==> src/rtl/mips_multicycle_ctrl.sv <==
// Multi-cycle MIPS control unit: registered FSM that sequences fetch, decode,
// execute, memory and write-back steps and drives every datapath select/enable.
module mips_multicycle_ctrl (
  input  logic       clk,
  input  logic       rst_n,
  input  logic [5:0] opcode,
  input  logic       zero,
  input  logic       mem_ready,
  output logic       pc_en,
  output logic       i_or_d,
  output logic       mem_read,
  output logic       mem_write,
  output logic       ir_write,
  output logic       reg_dst,
  output logic       mem_to_reg,
  output logic       reg_write,
  output logic       alu_src_a,
  output logic [1:0] alu_src_b,
  output logic [1:0] alu_op,
  output logic [1:0] pc_source,
  output logic [3:0] state,
  output logic       illegal_op
);

  typedef enum logic [3:0] {
    S_FETCH     = 4'd0,
    S_DECODE    = 4'd1,
    S_MEM_ADDR  = 4'd2,
    S_MEM_READ  = 4'd3,
    S_MEM_WB    = 4'd4,
    S_MEM_WRITE = 4'd5,
    S_EXECUTE   = 4'd6,
    S_R_WB      = 4'd7,
    S_BRANCH    = 4'd8,
    S_JUMP      = 4'd9,
    S_ADDI_EXEC = 4'd10,
    S_ADDI_WB   = 4'd11
  } state_t;

  typedef struct packed {
    logic       i_or_d;
    logic       mem_read;
    logic       mem_write;
    logic       reg_dst;
    logic       mem_to_reg;
    logic       reg_write;
    logic       alu_src_a;
    logic       pc_write;
    logic       pc_write_cond;
    logic [1:0] alu_src_b;
    logic [1:0] alu_op;
    logic [1:0] pc_source;
  } ctl_t;

  localparam logic [5:0] OP_RTYPE = 6'h00;
  localparam logic [5:0] OP_LW    = 6'h23;
  localparam logic [5:0] OP_SW    = 6'h2B;
  localparam logic [5:0] OP_BEQ   = 6'h04;
  localparam logic [5:0] OP_J     = 6'h02;
  localparam logic [5:0] OP_ADDI  = 6'h08;

  state_t r_state;
  ctl_t   r_ctl;
  logic   r_illegal;

  state_t w_next;
  logic   w_illegal_dec;
  logic   w_pc_write;

  // Moore decode of a state; loaded together with the state so outputs are registered.
  function automatic ctl_t decode_ctl(input state_t s);
    ctl_t c;
    c = '0;
    case (s)
      S_FETCH:     begin c.mem_read = 1'b1; c.alu_src_b = 2'b01; end
      S_DECODE:    c.alu_src_b = 2'b11;
      S_MEM_ADDR:  begin c.alu_src_a = 1'b1; c.alu_src_b = 2'b10; end
      S_MEM_READ:  begin c.mem_read = 1'b1; c.i_or_d = 1'b1; end
      S_MEM_WB:    begin c.reg_write = 1'b1; c.mem_to_reg = 1'b1; end
      S_MEM_WRITE: begin c.mem_write = 1'b1; c.i_or_d = 1'b1; end
      S_EXECUTE:   begin c.alu_src_a = 1'b1; c.alu_op = 2'b10; end
      S_R_WB:      begin c.reg_dst = 1'b1; c.reg_write = 1'b1; end
      S_BRANCH:    begin
        c.alu_src_a     = 1'b1;
        c.alu_op        = 2'b01;
        c.pc_write_cond = 1'b1;
        c.pc_source     = 2'b01;
      end
      S_JUMP:      begin c.pc_write = 1'b1; c.pc_source = 2'b10; end
      S_ADDI_EXEC: begin c.alu_src_a = 1'b1; c.alu_src_b = 2'b10; end
      S_ADDI_WB:   c.reg_write = 1'b1;
      default:     c = '0;
    endcase
    return c;
  endfunction

  always_comb begin
    w_next        = r_state;
    w_illegal_dec = 1'b0;
    case (r_state)
      S_FETCH:     if (mem_ready) w_next = S_DECODE;
      S_DECODE: begin
        case (opcode)
          OP_RTYPE:      w_next = S_EXECUTE;
          OP_LW, OP_SW:  w_next = S_MEM_ADDR;
          OP_BEQ:        w_next = S_BRANCH;
          OP_J:          w_next = S_JUMP;
          OP_ADDI:       w_next = S_ADDI_EXEC;
          default: begin
            w_next        = S_FETCH;
            w_illegal_dec = 1'b1;
          end
        endcase
      end
      S_MEM_ADDR:  w_next = (opcode == OP_LW) ? S_MEM_READ : S_MEM_WRITE;
      S_MEM_READ:  if (mem_ready) w_next = S_MEM_WB;
      S_MEM_WRITE: if (mem_ready) w_next = S_FETCH;
      S_EXECUTE:   w_next = S_R_WB;
      S_ADDI_EXEC: w_next = S_ADDI_WB;
      default:     w_next = S_FETCH;
    endcase
  end

  always_ff @(posedge clk) begin
    if (!rst_n) begin
      r_state   <= S_FETCH;
      r_ctl     <= decode_ctl(S_FETCH);
      r_illegal <= 1'b0;
    end else begin
      r_state <= w_next;
      r_ctl   <= decode_ctl(w_next);
      if (w_illegal_dec) r_illegal <= 1'b1;
    end
  end

  // FETCH loads IR and PC in the cycle memory delivers the word (Mealy terms).
  assign w_pc_write = r_ctl.pc_write | ((r_state == S_FETCH) & mem_ready);

  assign pc_en      = rst_n & (w_pc_write | (r_ctl.pc_write_cond & zero));
  assign ir_write   = rst_n & (r_state == S_FETCH) & mem_ready;
  assign i_or_d     = rst_n & r_ctl.i_or_d;
  assign mem_read   = rst_n & r_ctl.mem_read;
  assign mem_write  = rst_n & r_ctl.mem_write;
  assign reg_dst    = rst_n & r_ctl.reg_dst;
  assign mem_to_reg = rst_n & r_ctl.mem_to_reg;
  assign reg_write  = rst_n & r_ctl.reg_write;
  assign alu_src_a  = rst_n & r_ctl.alu_src_a;
  assign alu_src_b  = rst_n ? r_ctl.alu_src_b : 2'b00;
  assign alu_op     = rst_n ? r_ctl.alu_op    : 2'b00;
  assign pc_source  = rst_n ? r_ctl.pc_source : 2'b00;
  assign state      = rst_n ? r_state         : 4'd0;
  assign illegal_op = rst_n & r_illegal;

endmodule

==> config.mk <==
export PLATFORM = sky130hd
export DESIGN_NAME = mips_multicycle_ctrl
export DESIGN_NICKNAME = d
export VERILOG_FILES = /design/src/rtl/mips_multicycle_ctrl.sv
export SDC_FILE = /design/constraint.sdc
export NUM_CORES = 1
export LEC_CHECK = 0
export BUFFER_PORTS_ARGS = -buffer_cell sky130_fd_sc_hd__buf_2
export CORE_MARGIN = 2
export CORE_UTILIZATION = 50
export CTS_CLUSTER_DIAMETER = 100
export DETAILED_ROUTE_END_ITERATION = 6
export PLACE_DENSITY = 0.77
export REMOVE_ABC_BUFFERS = 1
export SYNTH_ARGS = -nofsm -noshare
export SYNTH_HDL_FRONTEND = slang
export SYNTH_SLANG_ARGS = --single-unit
==> constraint.sdc <==
create_clock -name clk -period 2.3 [get_ports clk]
set_input_delay 0.115 -clock clk [delete_from_list [all_inputs] [get_ports clk]]
set_output_delay 0.115 -clock clk [all_outputs]
set_load 0.01 [all_outputs]
==> metrics.yaml, run 1 <==
timing.reg2reg.worst_path_depth: 6
path_clk_slew_ns: 0.10
cts-resized-gates: 0
hold_viol_final: 0
cts_hold_buffers: 0
worst-path-stages: 6
ant_nets: 0
setup_viol: 0
synth_warnings: 0
slowest_stage: "dfxtp_1"
dr.first_iter.drc_count: 28
drt_pre_antenna_iters: 4
crit_path_end_kind: "flip-flop"
period_share_pct: 87.1
path_class: "reg -> reg"
routabilityCongestion: 0.861
final_common_cell: "buf_2"
seqCellArea_sq_um: 380
diodes: 0
fp.dieW_microns: 49.8
fin_area_sq_um: 1210
ys_seq_area_share_pct: 36.3
synthFlopType: "dfxtp_1"
syn_area_per_cell_sq_um: 8.31
grt_max_degree: 24
post_cts_buffers: 0
total_power_w: 0.000586
drc_errors: 0
synth_area_leaders: "dfxtp_1 36%, and2_1 10%, nor2_1 4.7%, nor3_2 3.8%, o21ai_0 3.8%"
grt_antenna_before_repair: 0
drive_gt1_share_pct: 27.2
synth.largest_area_cell: "dfxtp_1"
io_pins: 30
arrival_ns: 2.23
yosysTopAreaCellShare_pct: 36.3
place_area_sq_um: 1180
internal-power_w: 0.000433
async_reset_ff_share_pct: 0
core_sq_um: 1960
n_fill_cell: 198
die_h_microns: 49.8
relSlewSlack_pct: 67.2
max_freq_mhz: 499
clock_sinks: 19
grt_pass1_vias: 875
synth_cell_types: 44
report.final.slew_viol_count: 0
grt_usage_pct: 19.8
cp_top_family: "simple AND/OR/NAND/NOR gates"
power_frac_clock_pct: 28.0
grt_pass1_wl_microns: 3860
fin_util_pct: 61.7
powerDensity_nw_per_um2: 484
cts_max_level: 1
nets: 162
slowest_delay_ns: 0.55
hp-class: "in -> reg"
drt-vias-per-instance: 5.43
dpl.hpwl_microns: 1690
synthCells: 126
crit_chain: "nor4b_1, buf_4, nand4b_1, o211a_1, or2_2, o22ai_1"
clockRootBuffer: "clkbuf_4"
grt_overflow: 0
vias: 966
cts_buffers: 3
p_leak_nw: 0.534
cts.path.max_buffers: 2
timing.hold.ws_ns: 0.171
synth-edff-count: 0
initial_utilization_pct: 53.4
power.switching_w: 0.000153
rsz0062_at_grt: "false"
required_ns: 2.53
min_path_cells: 2
cts_tree: "done"
path_buf_inv: 1
comb_power_share_pct: 14.0
final_cell_mix: "29 x buf_2, 19 x dfxtp_1, 17 x and2_1"
wire_per_inst_microns: 12.6
port_buffers: 29
die_area_sq_um: 2480
routed_wl_microns: 2240
skew_ns: 0.00112
num_rows: 16
worst_pin_slew_ns: 0.492
clkLatencyLatePin_ns: 0.29
max-cap-violations: 0
critPathLaunchType: "flip-flop"
outcome: "complete, no violations"
switching_share_pct: 26.1
crit_fanout: 14
peakVddDrop_uv: 428
post-route-min-period_ns: 2.00
area_growth_pct: 15.5
multi_input_area_sq_um: 597
syn-cell-area_sq_um: 1050
ys_ff_latch: 19
finalSetupTns_ns: 0
seqPwrFrac_pct: 58.0
==> power by group through the flow <==
| stage | Sequential [W] | Combinational [W] | Clock [W] |
|---|---|---|---|
| floorplan | 0.000346 | 0.0000453 | 0 |
| global placement | 0.000347 | 0.0000799 | 0 |
| finish | 0.000340 | 0.0000817 | 0.000164 |
| detailed placement | 0.000347 | 0.0000816 | 0 |
| CTS | 0.000340 | 0.0000819 | 0.000165 |
| global route | 0.000341 | 0.0000921 | 0.000189 |
==> registers in the layout (all words and copies together) (netlist names) <==
name       count
r_illegal      1
r_state        4
r_ctl         14
==> routing by layer <==
layer / part of all wire, % / GRT usage [%] / up-vias
met2: 46 / 35.1 / 31
li1: - / - / 496
met3: 5.1 / 5.45 / 0
met5: 0 / 0 / -
met4: 0 / 1.39 / 0
met1: 48 / 24.8 / 439
==> kinds of logic after synthesis <==
logic type | after synthesis | synth area share, %
fa+ha+maj | 1 | 0.956
flops | 19 | 36.3
xor+xnor | 1 | 0.836
simple gates | 66 | 38.0
compound gates | 25 | 17.2
buf+inv | 14 | 6.69
==> path summary, 6_finish.rpt <==
path                            startpoint         to  slack, ns
worst max-delay path            r_state[0]  r_ctl[14]       0.30
worst min-delay path                 rst_n   r_ctl[4]       0.17
worst max register to register  r_state[0]  r_ctl[14]       0.30
worst min register to register   r_illegal  r_illegal       0.46
==> layout make-up <==
class / count / share of cell area (%)
clock buffer: 3 / 1.86
clock inverter: 1 / 0.414
inverter: 5 / 1.55
multi-input combinational: 93 / 49.3
sequential: 19 / 31.4
tap: 27 / 2.79
timing repair buffer: 30 / 12.6
==> synth_stat cells, types with 2 or more instances <==
cell type,instances
a211oi_1,2
nor3_1,4
clkbuf_1,4
nor4bb_1,2
buf_2,2
nor3_2,4
nor2b_1,2
o21ai_0,8
nand3_1,3
a21oi_1,3
dfxtp_1,19
nor2_1,13
nand2_1,5
and2_1,17
nor4_1,3
inv_1,5
nand2b_1,2
buf_6,2
==> per-stage QoR <==
| stage | std cells | setup WS, ns |
|---|---|---|
| after floorplan | 117 | 0.473 |
| after global placement | 174 | 0.400 |
| after detailed placement | 174 | 0.335 |
| after CTS | 178 | 0.300 |
| after global routing | 178 | 0.0795 |
| final | 178 | 0.298 |
No activity file was read; power rests on OpenSTA's default activity.
==> inputs of run 2 (changes only) <==
--- a/config.mk
+++ b/config.mk
@@ -10,7 +10,7 @@
 export CORE_UTILIZATION = 50
 export CTS_CLUSTER_DIAMETER = 100
 export DETAILED_ROUTE_END_ITERATION = 6
-export PLACE_DENSITY = 0.77
+export PLACE_DENSITY_LB_ADDON = 0.1
 export REMOVE_ABC_BUFFERS = 1
 export SYNTH_ARGS = -nofsm -noshare
 export SYNTH_HDL_FRONTEND = slang
==> run 2 against run 1 <==
Via count grew 3.2%. Worst hold slack got worse by 0.027 ns. Utilization stayed put. Critical path type unchanged.
==> metrics.yaml, run 2 (same netlist as run 1, synthesis figures left out) <==
setup_viol: 0  # unchanged
hold_viol_final: 0  # unchanged
worst_pin_slew_ns: 0.479  # -0.0130 ns
port_buffers: 29  # unchanged
clockRootBuffer: "clkbuf_4"
io_pins: 30  # unchanged
p_leak_nw: 0.534  # unchanged
powerDensity_nw_per_um2: 485  # +0.27%
drive_gt1_share_pct: 27.2  # unchanged
final_cell_mix: "29 x buf_2, 19 x dfxtp_1, 17 x and2_1"
cts_tree: "done"
period_share_pct: 86.7  # -0.39 points
max-cap-violations: 0  # unchanged
largestRegisters: "r_ctl (14), r_state (4), r_illegal (1)"
arrival_ns: 2.22  # about the same
grt_pass1_vias: 930  # +6.3%
rsz0062_at_grt: "false"
path_clk_slew_ns: 0.11  # about the same
path_class: "reg -> reg"
cts_max_level: 1  # unchanged
grt_antenna_before_repair: 0  # unchanged
drt-vias-per-instance: 5.60  # +3.2%
num_rows: 16  # unchanged
place_ws_ns: 0.329  # -0.00576 ns
crit_path_end_kind: "flip-flop"
cts_buffers: 3  # unchanged
die_h_microns: 49.8  # unchanged
slowest_stage: "dfxtp_1"
hp-class: "in -> reg"
final_common_cell: "buf_2"
core_sq_um: 1960  # unchanged
post-route-min-period_ns: 1.99  # -0.00897 ns
largest_register_ffs: 14  # unchanged
area_growth_pct: 15.5  # unchanged
path_buf_inv: 1  # unchanged
drt_pre_antenna_iters: 4  # unchanged
clkLatencyLatePin_ns: 0.29  # about the same
critPathLaunchType: "flip-flop"
ant_nets: 0  # unchanged
relSlewSlack_pct: 68.1  # +0.86 points
peakVddDrop_uv: 311  # -27%
fin_ws_ns: 0.307  # +0.00897 ns
vias: 997  # +3.2%
cts-resized-gates: 0  # unchanged
clock_sinks: 19  # unchanged
drc_errors: 0  # unchanged
wire_per_inst_microns: 12.2  # -3.0%
top_register: "r_ctl"
grt_usage_pct: 19.9  # +0.14 points
dpl.hpwl_microns: 1650  # -2.0%
die_area_sq_um: 2480  # unchanged
slowest_delay_ns: 0.53  # -0.02 ns
grt_overflow: 0  # unchanged
report.final.slew_viol_count: 0  # unchanged
max_freq_mhz: 502  # +0.45%
fp.dieW_microns: 49.8  # unchanged
post_cts_buffers: 0  # unchanged
cp_top_family: "simple AND/OR/NAND/NOR gates"
crit_fanout: 14  # unchanged
grt_max_degree: 24  # unchanged
grt_pass1_wl_microns: 3880  # +0.52%
crit_chain: "nor4b_1, buf_4, nor4bb_1, or3b_1, nand2_1, o221ai_2"
required_ns: 2.53  # about the same
routed_wl_microns: 2170  # -3.0%
finalSetupTns_ns: 0  # unchanged
dr.first_iter.drc_count: 24  # -14%
diodes: 0  # unchanged
nets: 162  # unchanged
skew_ns: 0.00436  # +0.00323 ns
cts.path.max_buffers: 2  # unchanged
initial_utilization_pct: 53.4  # unchanged
routabilityCongestion: 0.819  # -4.8%
cts_hold_buffers: 0  # unchanged
outcome: "complete, no violations"
-- run 2: cell counts in the layout (fill, tap and decap cells not counted) --
Identical to the previous run, type by type.
-- run 2: final cells by class --
class | count | area [sq um]
multi-input combinational | 93 | 597
sequential | 19 | 380
inverter | 5 | 18.8
clock inverter | 1 | 5.00
tap | 27 | 33.8
fill | 209 | 752
clock buffer | 3 | 22.5
timing repair buffer | 30 | 153
-- run 2: worst register-to-register path, cell delays in order (launching register included) --
cell and delay, ns:
dfxtp_1 0.53, nor4b_1 0.29, buf_4 0.18, nor4bb_1 0.30, or3b_1 0.23, nand2_1 0.18, o221ai_2 0.22
-- run 2: layer usage --
layer	track usage (%)	routed length [microns]	vias up
li1	-	-	500
met5	0	0	-
met1	22.9	966	460
met4	9.26	32	0
met2	37.1	1080	33
met3	1.21	91	4
-- run 2: report_power, final --
group	switching, W	total (W)	internal, W	leakage, nW
clock	0.000101	0.000166	0.0000647	0.0177
combinational	0.0000483	0.0000815	0.0000332	0.362
sequential	0.00000495	0.000340	0.000335	0.154
-- run 2: final timing paths --
kind	start	end	slack, ns	cells after the start
max	r_state[0]	r_ctl[9]	0.31	6
max reg2reg	r_state[0]	r_ctl[9]	0.31	6
min reg2reg	r_illegal	r_illegal	0.47	2
min	rst_n	r_ctl[4]	0.14	2
-- run 2: stage by stage --
stage	area, sq um	total power (W)	instances	utilization, %	hold slack, ns
after global placement	1180	0.000427	174	60.3	0.442
final	1210	0.000587	178	61.7	0.145
after CTS	1210	0.000595	178	61.7	0.147
after global routing	1210	0.000625	178	61.7	0.157
after floorplan	996	0.000391	117	-	0.186
after detailed placement	1180	0.000429	174	60.3	0.454
